File: src/rtl/ravenoc_pkg.sv
// ravenoc_pkg: shared flit and arbitration types for the router input datapath.
package ravenoc_pkg;
  localparam int FLIT_TYPE_W = 2;
  typedef enum logic [FLIT_TYPE_W-1:0] {
    FLIT_HEAD      = 2'b00,
    FLIT_BODY      = 2'b01,
    FLIT_TAIL      = 2'b10,
    FLIT_HEAD_TAIL = 2'b11
  } flit_type_t;
  typedef enum int {
    ARB_FIXED_HI = 0,
    ARB_FIXED_LO = 1,
    ARB_RR       = 2
  } arb_mode_t;
endpackage

File: src/rtl/vc_fifo.sv
// vc_fifo: single virtual-channel flit FIFO with occupancy count and power-of-two wrap.
module vc_fifo #(
  parameter int FLIT_WIDTH = 34,
  parameter int VC_DEPTH   = 4
) (
  input  logic                  clk,
  input  logic                  arst,
  input  logic                  i_wr_en,
  input  logic [FLIT_WIDTH-1:0] i_wr_data,
  input  logic                  i_rd_en,
  output logic [FLIT_WIDTH-1:0] o_rd_data,
  output logic                  o_full,
  output logic                  o_empty
);
  localparam int AW = $clog2(VC_DEPTH);
  logic [FLIT_WIDTH-1:0] r_mem [VC_DEPTH];
  logic [AW-1:0]         r_wr_ptr;
  logic [AW-1:0]         r_rd_ptr;
  logic [AW:0]           r_count;
  logic                  w_wr;
  logic                  w_rd;
  assign o_full    = r_count == (AW+1)'(VC_DEPTH);
  assign o_empty   = r_count == '0;
  assign w_wr      = i_wr_en && !o_full;
  assign w_rd      = i_rd_en && !o_empty;
  assign o_rd_data = r_mem[r_rd_ptr];
  always_ff @(posedge clk or negedge arst) begin
    if (!arst) begin
      r_wr_ptr <= '0;
      r_rd_ptr <= '0;
      r_count  <= '0;
    end else begin
      if (w_wr) r_wr_ptr <= r_wr_ptr + AW'(1);
      if (w_rd) r_rd_ptr <= r_rd_ptr + AW'(1);
      r_count <= r_count + (AW+1)'(w_wr) - (AW+1)'(w_rd);
    end
  end
  // Storage needs no reset: the count alone decides what is valid.
  always_ff @(posedge clk) begin
    if (w_wr) r_mem[r_wr_ptr] <= i_wr_data;
  end
endmodule

File: src/rtl/vc_input_datapath.sv
// vc_input_datapath: per-VC input buffering for a router port, arbitrated onto one crossbar output
// with optional wormhole locking from HEAD to TAIL.
module vc_input_datapath
  import ravenoc_pkg::*;
#(
  parameter int FLIT_WIDTH = 34,
  parameter int N_VC       = 2,
  parameter int VC_DEPTH   = 4,
  parameter int ARB_MODE   = 2,
  parameter int PKT_LOCK   = 1,
  localparam int VW        = $clog2(N_VC > 1 ? N_VC : 2)
) (
  input  logic                  clk,
  input  logic                  arst,
  input  logic                  fin_valid_i,
  input  logic [VW-1:0]         fin_vc_i,
  input  logic [FLIT_WIDTH-1:0] fin_data_i,
  output logic                  fin_ready_o,
  output logic                  fout_valid_o,
  output logic [VW-1:0]         fout_vc_o,
  output logic [FLIT_WIDTH-1:0] fout_data_o,
  input  logic                  fout_ready_i,
  output logic [N_VC-1:0]       vc_full_o,
  output logic [N_VC-1:0]       vc_empty_o,
  output logic [7:0]            drop_cnt_o
);
  typedef enum logic {ST_IDLE, ST_LOCKED} lock_state_t;
  localparam arb_mode_t MODE = arb_mode_t'(ARB_MODE);
  // A presented grant is kept until it transfers, except for unlocked fixed priority.
  localparam bit HOLD_EN = PKT_LOCK != 0 || MODE == ARB_RR;
  logic [FLIT_WIDTH-1:0] w_rd_data [N_VC];
  logic [N_VC-1:0]       w_full;
  logic [N_VC-1:0]       w_empty;
  logic [N_VC-1:0]       w_wr_en;
  logic [N_VC-1:0]       w_rd_en;
  logic                  w_vc_legal;
  logic                  w_sel_full;
  lock_state_t           r_state;
  lock_state_t           w_state_nxt;
  logic [VW-1:0]         r_lock_vc;
  logic [VW-1:0]         w_lock_vc_nxt;
  logic [VW-1:0]         r_rr_ptr;
  logic [VW-1:0]         w_rr_nxt;
  logic                  r_hold;
  logic [VW-1:0]         r_hold_vc;
  logic [7:0]            r_drop_cnt;
  logic [VW-1:0]         w_hi_vc;
  logic [VW-1:0]         w_lo_vc;
  logic [VW-1:0]         w_rr_vc;
  logic                  w_rr_hit;
  logic                  w_arb_vld;
  logic [VW-1:0]         w_arb_vc;
  logic                  w_locked;
  logic                  w_gnt_vld;
  logic [VW-1:0]         w_gnt_vc;
  logic [FLIT_WIDTH-1:0] w_head;
  flit_type_t            w_type;
  logic                  w_xfer;
  logic                  w_done;
  for (genvar g = 0; g < N_VC; g++) begin : g_vc
    vc_fifo #(
      .FLIT_WIDTH(FLIT_WIDTH),
      .VC_DEPTH  (VC_DEPTH)
    ) u_fifo (
      .clk      (clk),
      .arst     (arst),
      .i_wr_en  (w_wr_en[g]),
      .i_wr_data(fin_data_i),
      .i_rd_en  (w_rd_en[g]),
      .o_rd_data(w_rd_data[g]),
      .o_full   (w_full[g]),
      .o_empty  (w_empty[g])
    );
  end
  assign w_vc_legal = {1'b0, fin_vc_i} < (VW+1)'(N_VC);
  always_comb begin
    w_sel_full = 1'b0;
    w_wr_en    = '0;
    w_rd_en    = '0;
    for (int v = 0; v < N_VC; v++) begin
      if (fin_vc_i == VW'(v)) w_sel_full = w_full[v];
      w_wr_en[v] = fin_valid_i && fin_vc_i == VW'(v) && !w_full[v];
      w_rd_en[v] = w_xfer && w_gnt_vc == VW'(v);
    end
  end
  assign fin_ready_o = !w_sel_full;
  // Round-robin picks the lowest requester at or above rr_ptr, else wraps to the lowest overall.
  always_comb begin
    w_hi_vc  = '0;
    w_lo_vc  = '0;
    w_rr_vc  = '0;
    w_rr_hit = 1'b0;
    for (int v = 0; v < N_VC; v++) begin
      if (!w_empty[v]) w_hi_vc = VW'(v);
    end
    for (int v = N_VC - 1; v >= 0; v--) begin
      if (!w_empty[v]) w_lo_vc = VW'(v);
      if (!w_empty[v] && VW'(v) >= r_rr_ptr) begin
        w_rr_hit = 1'b1;
        w_rr_vc  = VW'(v);
      end
    end
  end
  assign w_arb_vld = !(&w_empty);
  assign w_arb_vc  = MODE == ARB_FIXED_HI ? w_hi_vc :
                     MODE == ARB_FIXED_LO ? w_lo_vc :
                     w_rr_hit ? w_rr_vc : w_lo_vc;
  assign w_locked  = r_state == ST_LOCKED;
  assign w_gnt_vc  = w_locked ? r_lock_vc : r_hold ? r_hold_vc : w_arb_vc;
  assign w_gnt_vld = w_locked ? !w_empty[r_lock_vc] : r_hold ? 1'b1 : w_arb_vld;
  assign w_head    = w_rd_data[w_gnt_vc];
  assign w_type    = flit_type_t'(w_head[FLIT_WIDTH-1 -: FLIT_TYPE_W]);
  assign w_xfer    = w_gnt_vld && fout_ready_i;
  assign w_done    = w_xfer && (PKT_LOCK == 0 || w_type == FLIT_TAIL || w_type == FLIT_HEAD_TAIL);
  assign w_rr_nxt  = w_gnt_vc == VW'(N_VC - 1) ? '0 : w_gnt_vc + VW'(1);
  always_comb begin
    w_state_nxt   = r_state;
    w_lock_vc_nxt = r_lock_vc;
    if (PKT_LOCK != 0 && w_xfer && r_state == ST_IDLE && w_type == FLIT_HEAD) begin
      w_state_nxt   = ST_LOCKED;
      w_lock_vc_nxt = w_gnt_vc;
    end else if (PKT_LOCK != 0 && w_xfer && r_state == ST_LOCKED && w_type == FLIT_TAIL) begin
      w_state_nxt = ST_IDLE;
    end
  end
  always_ff @(posedge clk or negedge arst) begin
    if (!arst) begin
      r_state    <= ST_IDLE;
      r_lock_vc  <= '0;
      r_rr_ptr   <= '0;
      r_hold     <= 1'b0;
      r_hold_vc  <= '0;
      r_drop_cnt <= '0;
    end else begin
      r_state   <= w_state_nxt;
      r_lock_vc <= w_lock_vc_nxt;
      if (w_done) r_rr_ptr <= w_rr_nxt;
      r_hold    <= HOLD_EN && w_gnt_vld && !fout_ready_i;
      r_hold_vc <= w_gnt_vc;
      if (fin_valid_i && !w_vc_legal && r_drop_cnt != 8'hff) r_drop_cnt <= r_drop_cnt + 8'd1;
    end
  end
  assign fout_valid_o = w_gnt_vld;
  assign fout_vc_o    = w_gnt_vld ? w_gnt_vc : '0;
  assign fout_data_o  = w_gnt_vld ? w_head : '0;
  assign vc_full_o    = w_full;
  assign vc_empty_o   = w_empty;
  assign drop_cnt_o   = r_drop_cnt;
endmodule

File: config.mk
export PLATFORM = sky130hd
export DESIGN_NAME = vc_input_datapath
export DESIGN_NICKNAME = d
export VERILOG_FILES = /design/src/rtl/ravenoc_pkg.sv /design/src/rtl/vc_fifo.sv /design/src/rtl/vc_input_datapath.sv
export SDC_FILE = /design/constraint.sdc
export NUM_CORES = 1
export LEC_CHECK = 0
export CAP_MARGIN = 20
export CORE_UTILIZATION = 45
export CTS_BUF_LIST = sky130_fd_sc_hd__clkbuf_2 sky130_fd_sc_hd__clkbuf_4 sky130_fd_sc_hd__clkbuf_8
export CTS_CLUSTER_DIAMETER = 30
export DETAILED_ROUTE_END_ITERATION = 8
export GPL_TIMING_DRIVEN = 1
export PLACE_DENSITY_LB_ADDON = 0.2
export SLEW_MARGIN = 25
export SYNTH_ARGS = -nofsm -noshare
export SYNTH_HDL_FRONTEND = slang
export SYNTH_SLANG_ARGS = --single-unit
File: constraint.sdc
create_clock -name clk -period 7.6 [get_ports clk]
set_input_delay 1.14 -clock clk [delete_from_list [all_inputs] [get_ports clk]]
set_output_delay 1.14 -clock clk [all_outputs]
set_load 0.02 [all_outputs]
==> impl_metrics.yaml, run 1 <==
worst_setup_path:
  start_kind: "flop"
  path_class: "flop to output pin"
  cp_top_family: "compound AO/OA/AOI/OAI gates"
  cp-end-kind: "output pin"
  crit_chain: "or3_4 -> mux2i_1 -> a22o_2 -> inv_1 -> and2_1 -> clkdlybuf4s50_1"
  cp_slowest_cell: "a22o_2"
  slowest_delay_ns: 0.83
  critPathMaxFanout: 35
  arrival_ns: 3.46
  cp.required_ns: 6.46
  cp.buffers_inverters: 2
global_routing:
  grt_overflow_total: 0
  first_global_vias: 6165
  grt_pass1_wl_microns: 36000
  grt_start_max_net_pins: 37
  grt_antenna_before_repair: 0
  grtUsageTotal_pct: 18.85
final_layout:
  nets: 744
  final_util_pct: 55.07
  area_delta_synth_final_pct: 20.44
  fillers: 1913
  drive_gt1_share_pct: 25.65
  final_design_area_no_fill_sq_mm: 0.01379
  n_antenna_cell: 0
timing:
  finalCritPeriodShare_pct: 60.51
  setup_viol: 0
  min_period_ns: 4.599
  rsz0062_at_grt: "no"
  hold_viol: 0
  fin_setup_tns_ns: 0
  maxSlewViolCount: 0
  fmax_mhz: 217.4
  slew_headroom_pct: 32.66
  worstMarginPinSlew_ns: 1.010
  skew_ns: 0.01396
yosys:
  synth_area_leader_cell: "edfxtp_1"
  synth-seq-cells: 291
  synth_cells: 582
  synth_edf_count: 272
  syn-cell-area_sq_mm: 0.01145
  synth.avg_cell_area_sq_um: 19.67
  ys.flop_type: "edfxtp_1"
  ys_types: 36
  synth_area_leaders: "edfxtp_1, mux4_2, dfrtp_1"
  async_flop_share_pct: 6.529
  yosys_warnings: 0
  yosysMostFrequentCell: "edfxtp_1"
  ys_seq_area_share_pct: 75.51
  synth_top_area_share_pct: 71.35
  synth_top_cells_by_count: "edfxtp_1, nand2_1, mux4_2"
clock_tree:
  cts_tree: "built"
  ctsRootBufferMaster: "clkbuf_8"
  worst_skew_pair.late_latency_ns: 0.56
  clock-sinks: 291
  clk_path_buf_depth: 3
  cts_setup_buffers: 0
  cts-buffers-inserted: 52
  hold_buffers: 0
  cts_resized: 0
  htreeDepth: 2
  clk_pin_slew_worst_paths_ns: 0.06
floorplanning:
  initial_core_util_pct: 45.72
  core-area_sq_mm: 0.02504
  rows: 58
  die_y_microns: 161.5
  ioPinCount: 88
  die_area_sq_mm: 0.02608
  die_w_microns: 161.5
drt:
  wire_per_inst_microns: 22.16
  final_antenna_net_count: 0
  finalWirelength_microns: 23550
  vias_per_cell: 5.301
  drtIter0Drc: 263
  drc: 0
  vias: 5635
  dr.pass1.iters: 4
power:
  seq_power_share_pct: 36.1
  peakVddDrop_v: 0.0001909
  p_clk_share_pct: 28.1
  powerDensity_mw_per_mm2: 428.8
  p_int_mw: 3.977
  comb_power_share_pct: 35.8
  switchingPower_mw: 1.934
  p_sw_share_pct: 32.72
  leakagePower_nw: 4.664
worst_hold_path:
  worstHoldPathType: "flop to flop"
run_status:
  outcome: "finished, final reports clean"
placement:
  dpl.hpwl_microns: 12000
  port_buffers: 79
  gp_congestion: 0.7411
  placed_cell_area_sq_mm: 0.01255
run:
  maxCapViolations: 0
## cell families after synthesis
group	count (synthesis)	share of synthesized area (%)
AOI/OAI and AO/OA	40	1.902
other	1	0.03276
buffers and inverters	56	2.372
DFF	291	75.51
xor gates and xnor gates	10	0.7652
muxes	74	13.98
and+or+nand+nor	96	3.782
adders and majority gates	14	1.661
## state kept, by name, summed over array words and instances, names as in the netlist
name                  cells
g_vc.u_fifo.r_count       6
g_vc.u_fifo.r_mem       272
g_vc.u_fifo.r_rd_ptr      4
g_vc.u_fifo.r_wr_ptr      4
r_hold                    1
r_hold_vc                 1
r_lock_vc                 1
r_rr_ptr                  1
r_state                   1
## power groups by stage
stage	Sequential [mW]	Combinational [mW]	Clock [mW]
floorplan	2.05	1.40	0
global placement	2.19	2.08	0
global route	2.16	2.27	1.76
CTS	2.17	2.12	1.69
finish	2.13	2.12	1.66
detailed placement	2.20	2.11	0
## path summary, 6_finish.rpt
check,from,end,depth (start not counted),slack (ns)
hold / removal,g_vc[1].u_fifo.r_count[2],g_vc[1].u_fifo.r_count[2],1,0.50
min in group asynchronous,arst,g_vc[1].u_fifo.r_count[1],1,1.08
max in group asynchronous,arst,g_vc[0].u_fifo.r_rd_ptr[1],1,5.90
hold reg to reg,g_vc[1].u_fifo.r_count[2],g_vc[1].u_fifo.r_count[2],1,0.50
setup reg to reg,g_vc[1].u_fifo.r_count[1],g_vc[0].u_fifo.r_count[2],11,3.73
setup / recovery,g_vc[1].u_fifo.r_count[1],fout_data_o[32],6,3.00
## through the flow
stage               std cells  power (mW)  setup slack, ns  hold slack, ns
CTS                      1062       5.984            2.908          0.5002
detailed placement        966       4.307            3.516          0.4861
global placement          966       4.264            3.496          0.4757
floorplan                 589       3.450            4.413          0.4602
finish                   1063       5.911            3.001          0.4988
global route             1063       6.193            2.780          0.5239
## layer usage
metal | part of all wire [%] | track usage [%] | wire (microns) | up-vias
li1 | - | - | - | 2496
met1 | 41 | 23.88 | 9768 | 2931
met2 | 51 | 31.99 | 11990 | 166
met3 | 5.5 | 3.903 | 1299 | 42
met4 | 2.1 | 7.204 | 496 | 0
met5 | 0 | 0 | 0 | -
## cells in the final DEF, fill, tap and decap left out, types with 8 or more instances in the layout
cell	Yosys	routed
clkbuf_8	0	53
nand2_1	72	72
inv_1	15	15
conb_1	1	8
clkdlybuf4s50_1	0	79
bufinv_16	0	9
dfrtp_1	19	15
a21oi_1	33	33
edfxtp_1	272	272
clkbuf_4	0	12
mux4_2	68	68
ha_1	12	12
## final cells by class
| class | count | area, sq um | area share [%] |
|---|---|---|---|
| Inverter | 17 | 66.31 | 0.4810 |
| Sequential cell | 291 | 8648 | 62.73 |
| Multi-Input combinational cell | 242 | 2576 | 18.69 |
| Clock buffer | 65 | 819.5 | 5.944 |
| Clock inverter | 31 | 400.4 | 2.904 |
| Tap cell | 330 | 412.9 | 2.995 |
| Timing Repair Buffer | 87 | 863.3 | 6.262 |
Power figures use the tool's default switching activity.
==> inputs of run 2 (changes only) <==
==> constraint.sdc (replaced) <==
create_clock -name clk -period 3.9 [get_ports clk]
set_input_delay 0.585 -clock clk [delete_from_list [all_inputs] [get_ports clk]]
set_output_delay 0.585 -clock clk [all_outputs]
set_load 0.02 [all_outputs]
==> run 2 against run 1 <==
Compared with the run above: non-clock buffer count is 17 higher; cell area hardly changed; final cell count is 1.1% higher; sequential share of layout area is 0.051 points lower; clock skew is 0.010 ns higher; utilization hardly changed; via count is 2.2% higher; combinational power is 99% higher; hold slack better by 0.0081 ns; die area stayed put; critical path type unchanged; critical endpoint is now fout_data_o[10].
==> impl_metrics.yaml, run 2 (same netlist as run 1, synthesis figures left out) <==
worst_setup_path:
  slowest_delay_ns: 0.62
  start_kind: "flop"
  crit_chain: "or3_4 -> inv_2 -> o211ai_2 -> o22a_2 -> inv_8 -> buf_4 -> nand2_1 -> a21oi_1 -> clkdlybuf4s50_1"
  reg2reg_from: "g_vc[0].u_fifo.r_count[2]"
  cp_top_family: "buffers and inverters"
  cp.required_ns: 3.31
  reg2regPathDepth: 12
  cp_slowest_cell: "clkdlybuf4s50_1"
  path_class: "flop to output pin"
  arrival_ns: 3.13
  critPathMaxFanout: 26
  cp.depth: 9
  cp.buffers_inverters: 4
  crit_path_start: "g_vc[0].u_fifo.r_count[2]"
  cp-end-kind: "output pin"
worst_hold_path:
  worstHoldPathType: "flop to flop"
  hp-start: "g_vc[0].u_fifo.r_count[2]"
  whs_path_depth: 1
timing:
  fmax_mhz: 269.1
  fin_setup_tns_ns: 0
  min_period_ns: 3.716
  finalCritPeriodShare_pct: 95.28
  skew_ns: 0.02405
  hold_viol: 0
  maxSlewViolCount: 0
  slew_headroom_pct: 42.19
  setup_viol: 0
  rsz0062_at_grt: "no"
  worst_slack_ns: 0.1840
  worstMarginPinSlew_ns: 0.8645
global_routing:
  grt_use_met2_pct: 32.52
  first_global_vias: 6182
  met3_usage_pct: 3.544
  grt_pass1_wl_microns: 35960
  grt_overflow_total: 0
  grtUsageTotal_pct: 18.59
  busiest_layer: "met2"
  grt_antenna_before_repair: 0
  grt_start_max_net_pins: 36
  use_met1_pct: 23.49
power:
  p_total_mw: 11.20
  peakVddDrop_v: 0.0004430
  leakagePower_nw: 4.690
  powerDensity_mw_per_mm2: 811.7
placement:
  dpl.hpwl_microns: 13830
  gp_congestion: 0.7372
  port_buffers: 79
  placed_cell_area_sq_mm: 0.01273
  pre_cts_slack_ns: 0.6396
final_layout:
  layout_common_cells: "edfxtp_1, clkdlybuf4s50_1, nand2_1"
  area_delta_synth_final_pct: 20.54
  largest_reg_flops: 272
  layout_commonest_cell: "edfxtp_1"
  regMostFlops: "g_vc.u_fifo.r_mem"
  final_design_area_no_fill_sq_mm: 0.01380
  nets: 760
  reg_top3: "g_vc.u_fifo.r_mem (272), g_vc.u_fifo.r_count (6)"
  final_util_pct: 55.11
  fillers: 1925
  n_antenna_cell: 0
  drive_gt1_share_pct: 26.58
clock_tree:
  hold_buffers: 0
  worst_skew_pair.late_latency_ns: 0.57
  clk_path_buf_depth: 3
  clk_pin_slew_worst_paths_ns: 0.05
  cts_tree: "built"
  cts-buffers-inserted: 51
  ctsRootBufferMaster: "clkbuf_8"
  clock-sinks: 291
  htreeDepth: 2
  cts_resized: 0
  cts_setup_buffers: 0
drt:
  final_antenna_net_count: 0
  drtIter0Drc: 361
  wire_per_inst_microns: 21.60
  finalWirelength_microns: 23220
  vias_per_cell: 5.356
  dr.pass1.iters: 5
  drc: 0
  vias: 5758
floorplanning:
  rows: 58
  ioPinCount: 88
  die_area_sq_mm: 0.02608
  initial_core_util_pct: 45.72
  core-area_sq_mm: 0.02504
  die_w_microns: 161.5
  die_y_microns: 161.5
run:
  maxCapViolations: 0
run_status:
  outcome: "finished, final reports clean"
-- run 2: power breakdown --
part,internal (mW),switching (mW),leakage [nW],total [mW]
clock network,1.65,1.21,0.548,2.86
registers,3.84,0.289,2.69,4.13
logic,1.99,2.22,1.46,4.21
-- run 2: worst paths after layout --
| check | endpoint | slack (ns) |
|---|---|---|
| max reg2reg | g_vc[0].u_fifo.r_count[2] | 0.73 |
| max | fout_data_o[10] | 0.18 |
| max in group asynchronous | g_vc[0].u_fifo.r_rd_ptr[1] | 2.78 |
| min in group asynchronous | r_rr_ptr | 0.53 |
| min reg2reg | g_vc[0].u_fifo.r_count[2] | 0.51 |
| min | g_vc[0].u_fifo.r_count[2] | 0.51 |
-- run 2: layout make-up --
type                       count  area, sq um  area share, %
clock buffer                  64        812.0          5.885
clock inverter                27        250.2          1.814
inverter                      17        71.32         0.5169
multi-input combinational    242         2571          18.63
sequential                   291         8648          62.68
tap                          330        412.9          2.992
timing repair buffer         104         1032          7.481
-- run 2: layer usage --
layer	vias up	wire, microns
met4	0	406
met2	154	12230
met5	-	0
met1	3032	9610
met3	39	975
li1	2533	-
-- run 2: stage by stage --
step	hold WS [ns]	std cells
after floorplan	0.2894	589
after global placement	0.4771	984
after detailed placement	0.5008	984
after CTS	0.5125	1075
after global routing	0.5266	1075
final	0.5069	1075
